## src/rtl/div_40by8_seq_pkg.sv

```systemverilog
// Shared widths, FSM encoding and error constant for the 40/8 sequential divider.
package div_40by8_seq_pkg;

   localparam int NW = 40;
   localparam int DW = 8;
   localparam int QW = 32;

   typedef enum logic [1:0] {
      IDLE = 2'd0,
      CALC = 2'd1,
      DONE = 2'd2
   } state_e;

   localparam logic [QW-1:0] ERR_QUOT = 32'hFFFF_FFFF;

endpackage

```

## src/rtl/div_40by8_seq_step.sv

```systemverilog
// One restoring-division step: shift in the next dividend bit, subtract divisor if it fits.
module div_40by8_seq_step
   import div_40by8_seq_pkg::*;
(
   input  logic [DW-1:0] pr,
   input  logic          bit_in,
   input  logic [DW-1:0] divisor,
   output logic [DW:0]   pr_next,
   output logic          qbit
);

   logic [DW:0] trial;

   assign trial = {pr, bit_in};

   always_comb begin
      pr_next = trial;
      qbit    = 1'b0;
      if (trial >= {1'b0, divisor}) begin
         pr_next = trial - {1'b0, divisor};
         qbit    = 1'b1;
      end
   end

endmodule

```

## src/rtl/div_40by8_seq.sv

```systemverilog
// Sequential restoring divider, 40-bit dividend by 8-bit divisor, one quotient bit per clock.
module div_40by8_seq
   import div_40by8_seq_pkg::*;
(
   input  logic          clk,
   input  logic          rst,
   input  logic          start,
   input  logic [NW-1:0] dividend,
   input  logic [DW-1:0] divisor,
   output logic          busy,
   output logic          done,
   output logic [QW-1:0] quotient,
   output logic [DW-1:0] remainder,
   output logic          dbz,
   output logic          ovf,
   output logic [1:0]    dbg_state
);

   // Handshake: start is sampled on a rising edge only while busy=0 (IDLE or
   // DONE); done is a one-cycle pulse and results are held until the next accept.

   state_e        state, state_n;
   logic [5:0]    cnt, cnt_n;
   logic [QW-1:0] sh, sh_n;
   logic [DW:0]   pr, pr_n;
   logic [DW-1:0] dvs, dvs_n;
   logic          busy_n, done_n, dbz_n, ovf_n;
   logic [QW-1:0] quot_n;
   logic [DW-1:0] rem_n;

   logic [DW:0]   step_pr;
   logic          step_q;
   logic          pr_msb_unused;

   // The partial remainder stays below the divisor, so its top bit is always 0.
   assign pr_msb_unused = pr[DW];
   assign dbg_state     = state;

   div_40by8_seq_step u_step (
      .pr      (pr[DW-1:0]),
      .bit_in  (sh[QW-1]),
      .divisor (dvs),
      .pr_next (step_pr),
      .qbit    (step_q)
   );

   always_ff @(posedge clk or posedge rst) begin
      if (rst) begin
         state     <= IDLE;
         cnt       <= '0;
         sh        <= '0;
         pr        <= '0;
         dvs       <= '0;
         busy      <= 1'b0;
         done      <= 1'b0;
         dbz       <= 1'b0;
         ovf       <= 1'b0;
         quotient  <= '0;
         remainder <= '0;
      end else begin
         state     <= state_n;
         cnt       <= cnt_n;
         sh        <= sh_n;
         pr        <= pr_n;
         dvs       <= dvs_n;
         busy      <= busy_n;
         done      <= done_n;
         dbz       <= dbz_n;
         ovf       <= ovf_n;
         quotient  <= quot_n;
         remainder <= rem_n;
      end
   end

   always_comb begin
      state_n = state;
      cnt_n   = cnt;
      sh_n    = sh;
      pr_n    = pr;
      dvs_n   = dvs;
      busy_n  = busy;
      done_n  = 1'b0;
      dbz_n   = dbz;
      ovf_n   = ovf;
      quot_n  = quotient;
      rem_n   = remainder;

      case (state)
         IDLE, DONE: begin
            if (start) begin
               state_n = CALC;
               cnt_n   = '0;
               sh_n    = dividend[QW-1:0];
               pr_n    = {1'b0, dividend[NW-1:QW]};
               dvs_n   = divisor;
               busy_n  = 1'b1;
               quot_n  = '0;
               rem_n   = '0;
               dbz_n   = (divisor == '0);
               ovf_n   = (divisor != '0) && (dividend[NW-1:QW] >= divisor);
            end else begin
               state_n = IDLE;
            end
         end

         CALC: begin
            // An error spends exactly one cycle here without stepping, so its
            // done lands one clock after accept.
            if (dbz || ovf) begin
               state_n = DONE;
               busy_n  = 1'b0;
               done_n  = 1'b1;
               quot_n  = ERR_QUOT;
               rem_n   = dbz ? sh[DW-1:0] : '0;
            end else begin
               pr_n   = step_pr;
               sh_n   = {sh[QW-2:0], 1'b0};
               quot_n = {quotient[QW-2:0], step_q};
               cnt_n  = cnt + 6'd1;
               if (cnt == 6'd31) begin
                  state_n = DONE;
                  busy_n  = 1'b0;
                  done_n  = 1'b1;
                  rem_n   = step_pr[DW-1:0];
               end
            end
         end

         default: begin
            state_n = IDLE;
            busy_n  = 1'b0;
         end
      endcase
   end

endmodule

```

## config.mk

```make
export PLATFORM = sky130hd
export DESIGN_NAME = div_40by8_seq
export DESIGN_NICKNAME = d
export VERILOG_FILES = /design/src/rtl/div_40by8_seq_pkg.sv /design/src/rtl/div_40by8_seq_step.sv /design/src/rtl/div_40by8_seq.sv
export SDC_FILE = /design/constraint.sdc
export NUM_CORES = 1
export LEC_CHECK = 0
export ABC_AREA = 1
export BUFFER_PORTS_ARGS = -buffer_cell sky130_fd_sc_hd__buf_2
export CAP_MARGIN = 0
export CORE_ASPECT_RATIO = 2
export CORE_MARGIN = 2
export CORE_UTILIZATION = 56
export DETAILED_ROUTE_END_ITERATION = 16
export GPL_ROUTABILITY_DRIVEN = 0
export PLACE_DENSITY_LB_ADDON = 0.05
export SLEW_MARGIN = 20
export SYNTH_ARGS = -nofsm -noshare
export SYNTH_HDL_FRONTEND = slang
export SYNTH_SLANG_ARGS = --single-unit
```

## constraint.sdc

```tcl
create_clock -name clk -period 3.15 [get_ports clk]
set_input_delay 0.1575 -clock clk [delete_from_list [all_inputs] [get_ports clk]]
set_output_delay 0.1575 -clock clk [all_outputs]
set_load 0.01 [all_outputs]
```

### Word level (Yosys, flattened, before mapping)

Cells that the tools add are included.

* register bits after elaboration: 100
* input port bits: 51
* output and inout bits: 46
* logic and storage cells: 63

* $add $sub $neg: 2
* magnitude comparators: 2
* equal/unequal tests: 6
* mux-type cells: 30
* reduce and logical (&&, ||, !) cells: 12

Operators with widths (count)
* $mux 32: 4
* $pmux 32 s2: 2
* $mux 8: 7
* $pmux 8 s2: 2
* $mux 6: 2
* $pmux 6 s2: 1
* $ge 9x8->1: 1
* $ge 8x8->1: 1
* $logic_not 8->1: 1
* $mux 1: 8
* $reduce_bool 8->1: 1
* $sub 8x8->8: 1
* $add 6x1->6 const B: 1
* $eq 6x5->1 const B: 1
* $reduce_and 2->1: 3
* $reduce_and 3->1: 2
* $mux 2: 2
* $ne 2x2->1 const B: 2
* $pmux 2 s2: 1
* $ne 3x3->1 const B: 1
* $eq 2x1->1 const B: 1
* $eq 2x2->1 const B: 1
* $logic_not 2->1: 1
* $pmux 1 s2: 1
* other kinds (4): 4

### Logic depth before layout (Yosys ltp)

Gate-level depths: netlist (run 1).

* depth in word-level cells: 5
* gate-level depth with buffers: 15
* gate-level depth less buffers: 15

### Hierarchy

A second synthesis (run 1) with hierarchy kept.

* cell total of the unflattened synthesis: 661
* area total of the unflattened synthesis: 5197.5 µm²

Modules (own cells, without submodules)
* div_40by8_seq: instances 1, cells an instance 538, area each 4543.1 µm², sequential area each 2502.4 µm²
* div_40by8_seq_step: instances 1, cells an instance 123, area each 654.4 µm², sequential area each 0.0 µm²

### Worst setup path before layout (run 1)

OpenSTA, ideal clock, no wires.

* kind: reg-to-reg
* start point: reg sh[31]
* end point: reg remainder[6]
* setup time: 117 ps
* arrival: 1564 ps
* data required time: 3033 ps
* path slack: 1469 ps
* stages on the path, launching flop included: 15
* path buffers: 0
* period minus slack after synthesis: 1681 ps
* cell sequence: dfrtp_1 inv_1 ha_1 inv_1 fa_1 nand3_1 nand2_1 nand2_1 nand3b_1 nand2_1 nand2_1 nand2_1 nand2_1 nand3_1 nand2_1

* word-level cells in the longest chain between the ends: 5
* elaborated cells between the ends (all ways): 6
* those cells by class: add/sub: 1; order compare: 1; mux: 4

RTL lines
* start, declared: RTL line div_40by8_seq.sv:24 `logic [QW-1:0] sh, sh_n;`
* start signal, assigned: RTL line div_40by8_seq.sv:63 `sh <= sh_n;`
* $sub 8x8->8 or $ge 9x8->1 (tied branches): RTL line div_40by8_seq_step.sv:20, div_40by8_seq_step.sv:19
* $mux 8 *: RTL line div_40by8_seq_step.sv:19 `if (trial >= {1'b0, divisor}) begin`
* $mux 8 *: RTL line div_40by8_seq.sv:120 `if (cnt == 6'd31) begin`
* $mux 8 *: RTL line div_40by8_seq.sv:109 `if (dbz || ovf) begin`
* $pmux 8 s2 *: RTL line div_40by8_seq.sv:88 `case (state)`
* end signal, assigned: RTL line div_40by8_seq.sv:71 `remainder <= rem_n;`
* end, declared: RTL line div_40by8_seq.sv:13 `output logic [DW-1:0] remainder,`

Every way passes the cells marked *; elsewhere a longest branch is shown, timed or not. The select of a mux whose other input is x is not followed.
A chain may end at the register's enable or synchronous reset.

### Worst setup path in the final report (run 1)

* start point: reg state[1], in the netlist dbg_state[1]
* end point: reg cnt[5]

* word-level cells in the longest chain between the ends: 4
* elaborated cells between the ends (all ways): 9
* those cells by class: eq/ne: 4; mux: 1; reduce/logical: 4

RTL lines
* start, declared: RTL line div_40by8_seq.sv:22 `state_e state, state_n;`
* start signal, assigned: RTL line div_40by8_seq.sv:61 `state <= state_n;`
* $eq 2x2->1 or $logic_not 2->1 (tied branches): RTL line div_40by8_seq.sv:88
* $reduce_or 2->1: RTL line div_40by8_seq.sv:88
* $ne 2x2->1 (no line) or $reduce_bool 2->1 (tied branches)
* $reduce_and 3->1 (no line)
* end signal, assigned: RTL line div_40by8_seq.sv:62 `cnt <= cnt_n;`
* end, declared: RTL line div_40by8_seq.sv:23 `logic [5:0] cnt, cnt_n;`

Several ways; a longest one is shown, not always the timed one.

==> summary.md, run 1 <==
| Metric | Value |
|---|---|
| Vias in the first global route | 4608 |
| DR vias/cell | 5.52 |
| Final non-filler cell area | just over 6000 um^2 |
| Final core area utilization | 0.651 |
| CTS sink count | 100 |
| Avg WL per Cell | ~16 um |
| Final hold violations | 0 |
| Main flop type after synthesis | dfrtp_1 |
| Tot Pwr | 7.05 mW |
| DRC | 0 |
| Placement Cell Area | 5740 um^2 |
| Row cnt | 50 |
| Antenna Nets Post-Route | 0 |
| Die ar. | 10200 um^2 |
| Yosys Warn Count | 0 |
| Leakage power | around 3.1 nW |
| Tcrit/Tclk final | 0.663 |
| Worst R2R Setup Slack | 1060 ps |
| GRT met2 Usage | 0.494 |
| CTS buffer count | 9 |
| Slowest cell delay on critical path | 490 ps |
| Core Region | 9260 um^2 |
| First-pass GRT wire length | 22300 um |
| Worst-margin pin slew | 824 ps |
| CP arrival | between 2000 and 2500 ps |
| Fin worst setup slack | 1060 ps |
| Area delta synth->final | 15.1% |
| Syn_nets | 699 |
| Mapped Area | 5240 um^2 |
| Post-cts resize count | 0 |
| Starting DRT DRC Count | 305 |
| CTS tree | built |
| Worst Skew | 4.74 ps |
| Input/output buffers | 96 |
| Fmax | 0.479 GHz |
| Drt total wl | around 13000 um |
| Share of post-route cells with drive strength above 1 | 0.200 |
| RSZ-0062 raised after global routing | false |
| CP Capture Type | register |
| Slew Viols, Final | 0 |
| VDD IR max | 0.756 mV |
| Final Setup Violations | 0 |
| Worst Setup Start Kind | register |
| Clk root buf | clkbuf_16 |
| Gr usage total | 0.284 |
| Class of the worst hold path | in -> reg |
| CP Class | reg -> reg |
| Post-synth EDFFs | 0 |
| GR Layer Usage met3 | 0.0529 |
| Dpl ws | 1080 ps |
| Outcome | completed |
| Seq/Total Area, Yosys | 0.478 |
| Clock Path Buffers | 2 |
| Die width | 72.4 um |
| Yosys reg bits | 100 |
| Power Density | roughly 1200 nW/um^2 |
| M1 GR Usage | 0.317 |
| # IOs | 97 |
| Initial antenna violation count | 0 |
| Drt pass-1 iters | 4 |
| Setup TNS | 0 ps |
| Clock period minus worst slack | about 2100 ps |
| Die Span Y | between 100 and 150 um |
| Library cells used by synthesis | 39 |
| Initial Utilization | 0.566 |
| Clock slew at reported path FFs | around 70 ps |
| GRT overflow | 0 |
| Vias | 4525 |
| CP max FO | 74 |
| H-Tree Depth | 3 |
| Asr flop ratio synth | 1.00 |
| Detail Placement HPWL | 9870 um |
| Max Cap Viol | 0 |
| Number of diodes | 0 |
| Syn avg cell area | 8.32 um^2 |
| Most Crowded Layer GR | met2 |
| Slew HR | 0.450 |
| Skew-Pair Late Insertion Delay | 340 ps |
| Crit-path slowest cell | nand2_4 |
| Synthesized netlist cell count | 630 |
| Critical Path, Cell by Cell | nor2_4, nand2_4, nand2_4, and3_1, nand2_1, o21ai_1, a21oi_1 |
| CP dominant cell by count | nand2_4 |
| Pin count of the biggest net entering global routing | 75 |
| Nets | about 800 |
| Critical Path RT | 3370 ps |
cells by family (layout without fill, tap and decap cells):
family / after synthesis / in the layout / share of synthesized area
and+or+nand+nor: 266 / 266 / 0.239
buffers and inverters: 101 / 187 / 0.0800
xor gates and xnor gates: 4 / 4 / 0.00669
AOI/OAI and AO/OA: 141 / 141 / 0.153
adders and majority gates: 18 / 18 / 0.0444
DFF: 100 / 100 / 0.478
worst paths after layout:
kind                                            end  cells past startpoint                startpoint
min                               sh[0]$_DFFE_PP0P_                      3               dividend[0]
max                              cnt[5]$_DFFE_PP0P_                      7  dbg_state[1]$_DFFE_PP0P_
min in group asynchronous  quotient[21]$_DFFE_PP0P_                      3                       rst
max reg2reg                      cnt[5]$_DFFE_PP0P_                      7  dbg_state[1]$_DFFE_PP0P_
max in group asynchronous        dvs[7]$_DFFE_PP0P_                      4                       rst
min reg2reg                remainder[4]$_DFFE_PP0P_                      2  remainder[4]$_DFFE_PP0P_
layout make-up:
type,instances,area (um^2)
tap,104,130
clock inverter,7,58.8
fill,834,3230
sequential,100,2500
clock buffer,9,225
timing repair buffer,104,543
inverter,67,254
multi-input combinational,429,2320
worst max-delay path, delay by kind of cell, from the launching register on:
kind | cells | cell delay (ps)
and+or+nand+nor | 5 | 1360
DFF | 1 | 420
AOI/OAI and AO/OA | 2 | 160
routing by layer:
layer	part of all wire	wire, um
met2	0.54	7210
met1	0.37	4910
met4	0.056	746
met5	0	0
met3	0.040	542
state kept, by name (all words and copies together) (netlist names):
name,flops
remainder,8
dbg_state,2
dbz,1
done,1
cnt,6
busy,1
pr,8
ovf,1
quotient,32
dvs,8
sh,32
synth_stat cells, types with 2 or more instances:
cell type,count,share of area
nor2_4,2,0.0043
clkinv_1,2,0.0014
o211ai_1,28,0.040
a31oi_1,2,0.0024
buf_6,2,0.0043
nand2_8,2,0.0076
buf_2,8,0.0076
o21ai_0,81,0.077
nand3_1,49,0.047
and3_1,2,0.0024
nand2_4,3,0.0064
buf_4,4,0.0057
nand3_2,3,0.0057
ha_1,17,0.041
dfrtp_1,100,0.48
nor4_1,2,0.0024
xor2_1,3,0.0050
nor2_1,17,0.012
inv_2,3,0.0021
nand3b_1,4,0.0057
inv_1,62,0.044
nor2_8,3,0.011
o21ai_1,9,0.0086
clkbuf_1,20,0.014
a21oi_1,17,0.016
nand2_1,172,0.12
stage by stage:
| stage | cells | hold slack [ps] |
|---|---|---|
| after floorplan | 630 | 274 |
| after global routing | 820 | 48.6 |
| final | 820 | 29.8 |
| after global placement | 803 | 322 |
| after detailed placement | 803 | 341 |
| after CTS | 820 | 18.4 |
cell usage in the layout, fill, tap and decap left out, types with 4 or more instances in the layout:
cell type,count
clkbuf_16,9
a21oi_1,17
nand2_1,172
ha_1,17
nor2_1,17
nand3_1,49
inv_1,61
buf_2,96
o21ai_0,81
nand3b_1,4
buf_4,7
dfrtp_1,100
o211ai_1,28
o21ai_1,9
power breakdown:
part	leakage (nW)	switching (mW)	internal, mW	total, mW
logic	1.76	2.44	1.27	3.71
clock network	0.138	0.512	0.549	1.06
registers	1.24	0.387	1.89	2.28
what timing repair did:
action	4_1_cts	5_1_grt
setup endpoints to repair	0	0
hold buffers	1	0
buffers inserted	0	0
hold endpoints to repair	56	0
Power figures use the tool's default switching activity.
==> inputs of run 2 (changes only) <==
--- a/config.mk
+++ b/config.mk
@@ -10,7 +10,7 @@
 export CAP_MARGIN = 0
 export CORE_ASPECT_RATIO = 2
 export CORE_MARGIN = 2
-export CORE_UTILIZATION = 56
+export CORE_UTILIZATION = 51
 export DETAILED_ROUTE_END_ITERATION = 16
 export GPL_ROUTABILITY_DRIVEN = 0
 export PLACE_DENSITY_LB_ADDON = 0.05
==> constraint.sdc (replaced) <==
create_clock -name clk -period 1.7 [get_ports clk]
set_input_delay 0.085 -clock clk [delete_from_list [all_inputs] [get_ports clk]]
set_output_delay 0.085 -clock clk [all_outputs]
set_load 0.01 [all_outputs]
==> summary.md, run 2 (same netlist as run 1, synthesis figures left out) <==
| Metric | Value |
|---|---|
| RSZ-0062 raised after global routing | true |
| Input/output buffers | 96 |
| Core Region | 10100 um^2 |
| CTS tree | built |
| Worst-margin pin slew | 777 ps |
| Nets | roughly 830 |
| Clk root buf | clkbuf_16 |
| Die ar. | 11200 um^2 |
| Area delta synth->final | 31.1% |
| Violated checks | negative setup slack |
| Leakage power | roughly 3.4 nW |
| GRT overflow | 0 |
| Slew HR | 0.477 |
| Clock Path Buffers | 2 |
| Antenna Nets Post-Route | 0 |
| DRC | 0 |
| Number of diodes | 0 |
| Die width | 75.7 um |
| Pin count of the biggest net entering global routing | 101 |
| Clock power frac | 0.141 |
| CTS sink count | 100 |
| Initial antenna violation count | 0 |
| Worst R2R Start | pr[0]$_DFFE_PP0P_ |
| Final non-filler cell area | 6870 um^2 |
| CTS buffer count | 9 |
| Critical Path RT | approximately 1900 ps |
| Fmax | 0.528 GHz |
| Buffers & Inverters on Critical Path | 3 |
| Outcome | finished with violations |
| Class of the worst hold path | in -> reg |
| Logic pwr share | 0.594 |
| Share of post-route cells with drive strength above 1 | 0.306 |
| Switching power | 7.25 mW |
| Avg WL per Cell | around 16 um |
| Critical Path, Cell by Cell | ha_4, nand2_1, inv_1, nand3_2, nor2_4, nor2_4, buf_12, nand2_8, buf_6, nand2_4, nand3_2, nand2_2, nand2_2, nand2_1 |
| Drt pass-1 iters | 7 |
| Sw frac | 0.451 |
| Detail Placement HPWL | 10000 um |
| Setup TNS | -2090 ps |
| Final core area utilization | 0.681 |
| Fin worst setup slack | -195 ps |
| Crit-path slowest cell | dfrtp_2 |
| Worst Skew | 6.10 ps |
| DR vias/cell | 5.39 |
| # IOs | 97 |
| Slowest cell delay on critical path | 480 ps |
| Final Setup Violations | 17 |
| CP delay by family, top | simple AND/OR/NAND/NOR gates |
| First-pass GRT wire length | 23900 um |
| Sequential power share | 0.265 |
| CP Capture Type | register |
| Biggest regs | quotient: 32 flops, sh: 32 flops |
| Skew-Pair Late Insertion Delay | around 340 ps |
| Power Density | 2340 nW/um^2 |
| VDD IR max | about 1.2 mV |
| Tot Pwr | 16.0 mW |
| Placement Cell Area | 6090 um^2 |
| Post-Layout Cell Count | 896 |
| Slew Viols, Final | 0 |
| Minimum hold slack | 7.15 ps |
| CP startpoint | pr[0]$_DFFE_PP0P_ |
| Final hold violations | 0 |
| Gr usage total | 0.285 |
| CP max FO | 9 |
| Tcrit/Tclk final | 1.11 |
| Worst Setup Start Kind | register |
| Dpl ws | -307 ps |
| Leading cell type in the layout, fill and taps excluded | nand2_1 |
| Row cnt | 52 |
| Clock period minus worst slack | around 1900 ps |
| Max Cap Viol | 0 |
| Starting DRT DRC Count | 246 |
| Cell total after placement | 862 |
| Die Span Y | 147 um |
| Hold Crit Start | dividend[5] |
| Most frequent cells in the layout | 156 x nand2_1, 98 x dfrtp_1, 96 x buf_2, 80 x o21ai_0, 53 x inv_1 |
| Int Pwr | 8.80 mW |
| Vias in the first global route | 4912 |
| Initial Utilization | 0.520 |
| CP arrival | 2130 ps |
| Clock slew at reported path FFs | 70 ps |
| Vias | 4828 |
| Drt total wl | 14800 um |
| CP Class | reg -> reg |
| H-Tree Depth | 3 |
run 2: cell count changes in the layout (fill, tap and decap cells not counted), moves of 7 or more:
cell / change
nand2_1: -16
inv_2: +7
inv_1: -8
buf_4: +26
ha_1: -8
ha_4: +8
buf_12: +10
nand2_2: +13
run 2: layout make-up:
cell class              instances  area [um^2]
clock inverters                 6         93.8
inverters                      67          259
well taps                     135          169
flip-flops and latches        100         2500
fillers                       837         3210
multi-input cells             430         2580
repair buffers                148         1020
clock buffers                  10          239
run 2: timing repair:
action | 4_1_cts | 5_1_grt
endpoints found under the setup margin | 17 | 18
endpoints found under the hold margin | 106 | 0
setup buffers | 6 | 6
cloned | 1 | 0
resized for setup | 40 | 26
pin swaps | 18 | 22
hold buffers | 7 | 0
run 2: path summary, 6_finish.rpt:
kind,end,slack [ps],cells past startpoint
setup reg to reg,remainder[2]$_DFFE_PP0P_,-190,14
min in group asynchronous,sh[28]$_DFFE_PP0P_,410,4
hold / removal,sh[5]$_DFFE_PP0P_,7,3
setup / recovery,remainder[2]$_DFFE_PP0P_,-190,14
max in group asynchronous,pr[0]$_DFFE_PP0P_,800,4
hold reg to reg,remainder[2]$_DFFE_PP0P_,480,2
run 2: layer usage:
metal | share of wire | wire [um] | vias up | track usage
met5 | 0 | 0 | - | 0
met4 | 0.067 | 993 | 0 | 0.164
met3 | 0.052 | 761 | 47 | 0.0556
met2 | 0.52 | 7740 | 142 | 0.478
met1 | 0.36 | 5270 | 2320 | 0.323
li1 | - | - | 2319 | -
run 2: power by group through the flow:
stage / sequential, mW / combinational [mW] / clock, mW
floorplan: 4.28 / 4.99 / 0
global placement: 4.18 / 7.67 / 0
detailed placement: 4.21 / 7.82 / 0
CTS: 4.23 / 8.86 / 2.31
global route: 4.38 / 10.6 / 2.40
finish: 4.25 / 9.53 / 2.27
run 2: worst register-to-register path: stages (launching register included):
cell,delay (ps)
dfrtp_2,480
ha_4,300
nand2_1,50
inv_1,60
nand3_2,80
nor2_4,140
nor2_4,40
buf_12,140
nand2_8,90
buf_6,140
nand2_4,60
nand3_2,70
nand2_2,60
nand2_2,50
nand2_1,50
==> inputs of run 3 (changes only) <==
--- a/config.mk
+++ b/config.mk
@@ -13,6 +13,7 @@
 export CORE_UTILIZATION = 51
 export DETAILED_ROUTE_END_ITERATION = 16
 export GPL_ROUTABILITY_DRIVEN = 0
+export HOLD_SLACK_MARGIN = 0.1
 export PLACE_DENSITY_LB_ADDON = 0.05
 export SLEW_MARGIN = 20
 export SYNTH_ARGS = -nofsm -noshare
==> summary.md, run 3 (same netlist as run 1, synthesis figures left out) <==
| Metric | Value |
|---|---|
| CTS tree | built |
| Core Region | 10100 um^2 |
| Detail Placement HPWL | roughly 10000 um |
| CP Capture Type | register |
| Number of diodes | 0 |
| # IOs | 97 |
| Most frequent cells in the layout | 156 x nand2_1, 98 x dfrtp_1, 96 x buf_2, 80 x o21ai_0, 53 x inv_1 |
| Row cnt | 52 |
| R2R depth | 15 |
| Worst Setup Start Kind | register |
| Fillers | 795 |
| Vias | 4948 |
| GRT met2 Usage | 0.500 |
| CTS sink count | 100 |
| Critical Path RT | 1980 ps |
| Final hold violations | 0 |
| Vias in the first global route | 5076 |
| Skew-Pair Late Insertion Delay | 340 ps |
| Initial antenna violation count | 0 |
| Violated checks | negative setup slack |
| Leading cell type in the layout, fill and taps excluded | nand2_1 |
| Drt total wl | 15000 um |
| Initial Utilization | 0.520 |
| RSZ-0062 raised after global routing | true |
| Worst R2R Setup Slack | -180 ps |
| Drt pass-1 iters | 4 |
| Max Cap Viol | 0 |
| Clock period minus worst slack | 1880 ps |
| CP startpoint | sh[31]$_DFFE_PP0P_ |
| CP arrival | 2160 ps |
| CP max FO | 2 |
| Setup TNS | -1180 ps |
| H-Tree Depth | 3 |
| M1 GR Usage | 0.332 |
| Class of the worst hold path | in -> reg |
| Slew Viols, Final | 0 |
| Outcome | finished with violations |
| Area delta synth->final | 37.3% |
| Biggest regs | quotient: 32 flops, sh: 32 flops |
| Most Crowded Layer GR | met2 |
| VDD IR max | 1.19 mV |
| End point of the critical path | remainder[6]$_DFFE_PP0P_ |
| Final non-filler cell area | a little over 7000 um^2 |
| Fmax | 0.532 GHz |
| Leakage power | 3.58 nW |
| Power Density | 2220 nW/um^2 |
| Clock slew at reported path FFs | ~70 ps |
| Final Setup Violations | 17 |
| Reg2Reg Capture Point | remainder[6]$_DFFE_PP0P_ |
| Tcrit/Tclk final | 1.11 |
| Nets | about 860 |
| Avg WL per Cell | 16.2 um |
| CP Class | reg -> reg |
| Worst Skew | 7.29 ps |
| Worst R2R Start | sh[31]$_DFFE_PP0P_ |
| Die width | around 76 um |
| Clock Path Buffers | 2 |
| GRT overflow | 0 |
| Die Span Y | 147 um |
| Clk root buf | clkbuf_16 |
| Starting DRT DRC Count | 218 |
| Share of post-route cells with drive strength above 1 | 0.290 |
| Fin worst setup slack | -179 ps |
| Dpl ws | -307 ps |
| Die ar. | 11200 um^2 |
| Pin count of the biggest net entering global routing | 101 |
| Antenna Nets Post-Route | 0 |
| CTS buffer count | 9 |
| Worst-margin pin slew | 736 ps |
| DRC | 0 |
| Placement Cell Area | 6090 um^2 |
| Tot Pwr | 16.0 mW |
| Slew HR | 0.504 |
| Input/output buffers | between 90 and 100 |
| Gr usage total | 0.292 |
| Minimum hold slack | 137 ps |
| DR vias/cell | 5.33 |
| First-pass GRT wire length | 24600 um |
| GR Layer Usage met3 | 0.0487 |
-- run 3: cell count changes in the layout (fill, tap and decap cells not counted) --
cell           change
dlygate4sd3_1     +35
buf_6              -1
nand3_1            +1
nand3_2            -1
buf_4              -2
nand2_2            +1
-- run 3: layout make-up --
cell class / count / area (um^2) / share of cell area
clock inverters: 6 / 93.8 / 0.0130
clock buffers: 10 / 239 / 0.0332
well taps: 135 / 169 / 0.0235
inverters: 67 / 259 / 0.0360
flip-flops and latches: 100 / 2500 / 0.348
multi-input cells: 431 / 2590 / 0.359
repair buffers: 180 / 1350 / 0.187
-- run 3: stage by stage --
stage,instances,util
after CTS,927,0.706
after floorplan,630,-
after global routing,929,0.714
final,929,0.714
after global placement,862,0.604
after detailed placement,862,0.604
-- run 3: worst min-delay path by stage --
stage,endpoint,slack [ps],startpoint,depth (start not counted)
after floorplan,dvs[0]$_DFFE_PP0P_,200,divisor[0],2
after global placement,sh[20]$_DFFE_PP0P_,280,rst,3
after detailed placement,sh[20]$_DFFE_PP0P_,290,rst,3
after CTS,pr[5]$_DFFE_PP0P_,130,dividend[37],5
after global routing,pr[5]$_DFFE_PP0P_,220,dividend[37],5
final,pr[5]$_DFFE_PP0P_,140,dividend[37],5
-- run 3: critical path, stage by stage (launching register included) --
cell and delay [ps]:
dfrtp_1 370, inv_2 70, ha_4 120, inv_2 40, fa_2 400, nand3_2 100
nand2_2 70, nand2_2 80, nand2_2 60, nand2_2 90, nand2_2 60, nand2_2 70
nand2_1 50, nand2_1 70, nand3_2 100, nand2_1 80
-- run 3: routing by layer --
metal	up-vias	part of all wire
met3	40	0.033
met1	2385	0.36
met4	0	0.056
met2	126	0.55
met5	-	0
li1	2397	-
-- run 3: what timing repair did --
action / in CTS / in global routing
buffers inserted: 6 / 2
setup endpoints to repair: 17 / 18
gates cloned: 1 / 1
hold buffers: 42 / 0
pin swaps: 18 / 20
resized for setup: 40 / 22
hold endpoints to repair: 141 / 0
-- run 3: report_power, final --
part / leakage [nW] / switching (mW) / total (mW) / internal, mW
registers: 1.24 / 0.750 / 4.26 / 3.51
clock network: 0.165 / 0.906 / 2.25 / 1.35
logic: 2.18 / 5.56 / 9.47 / 3.91
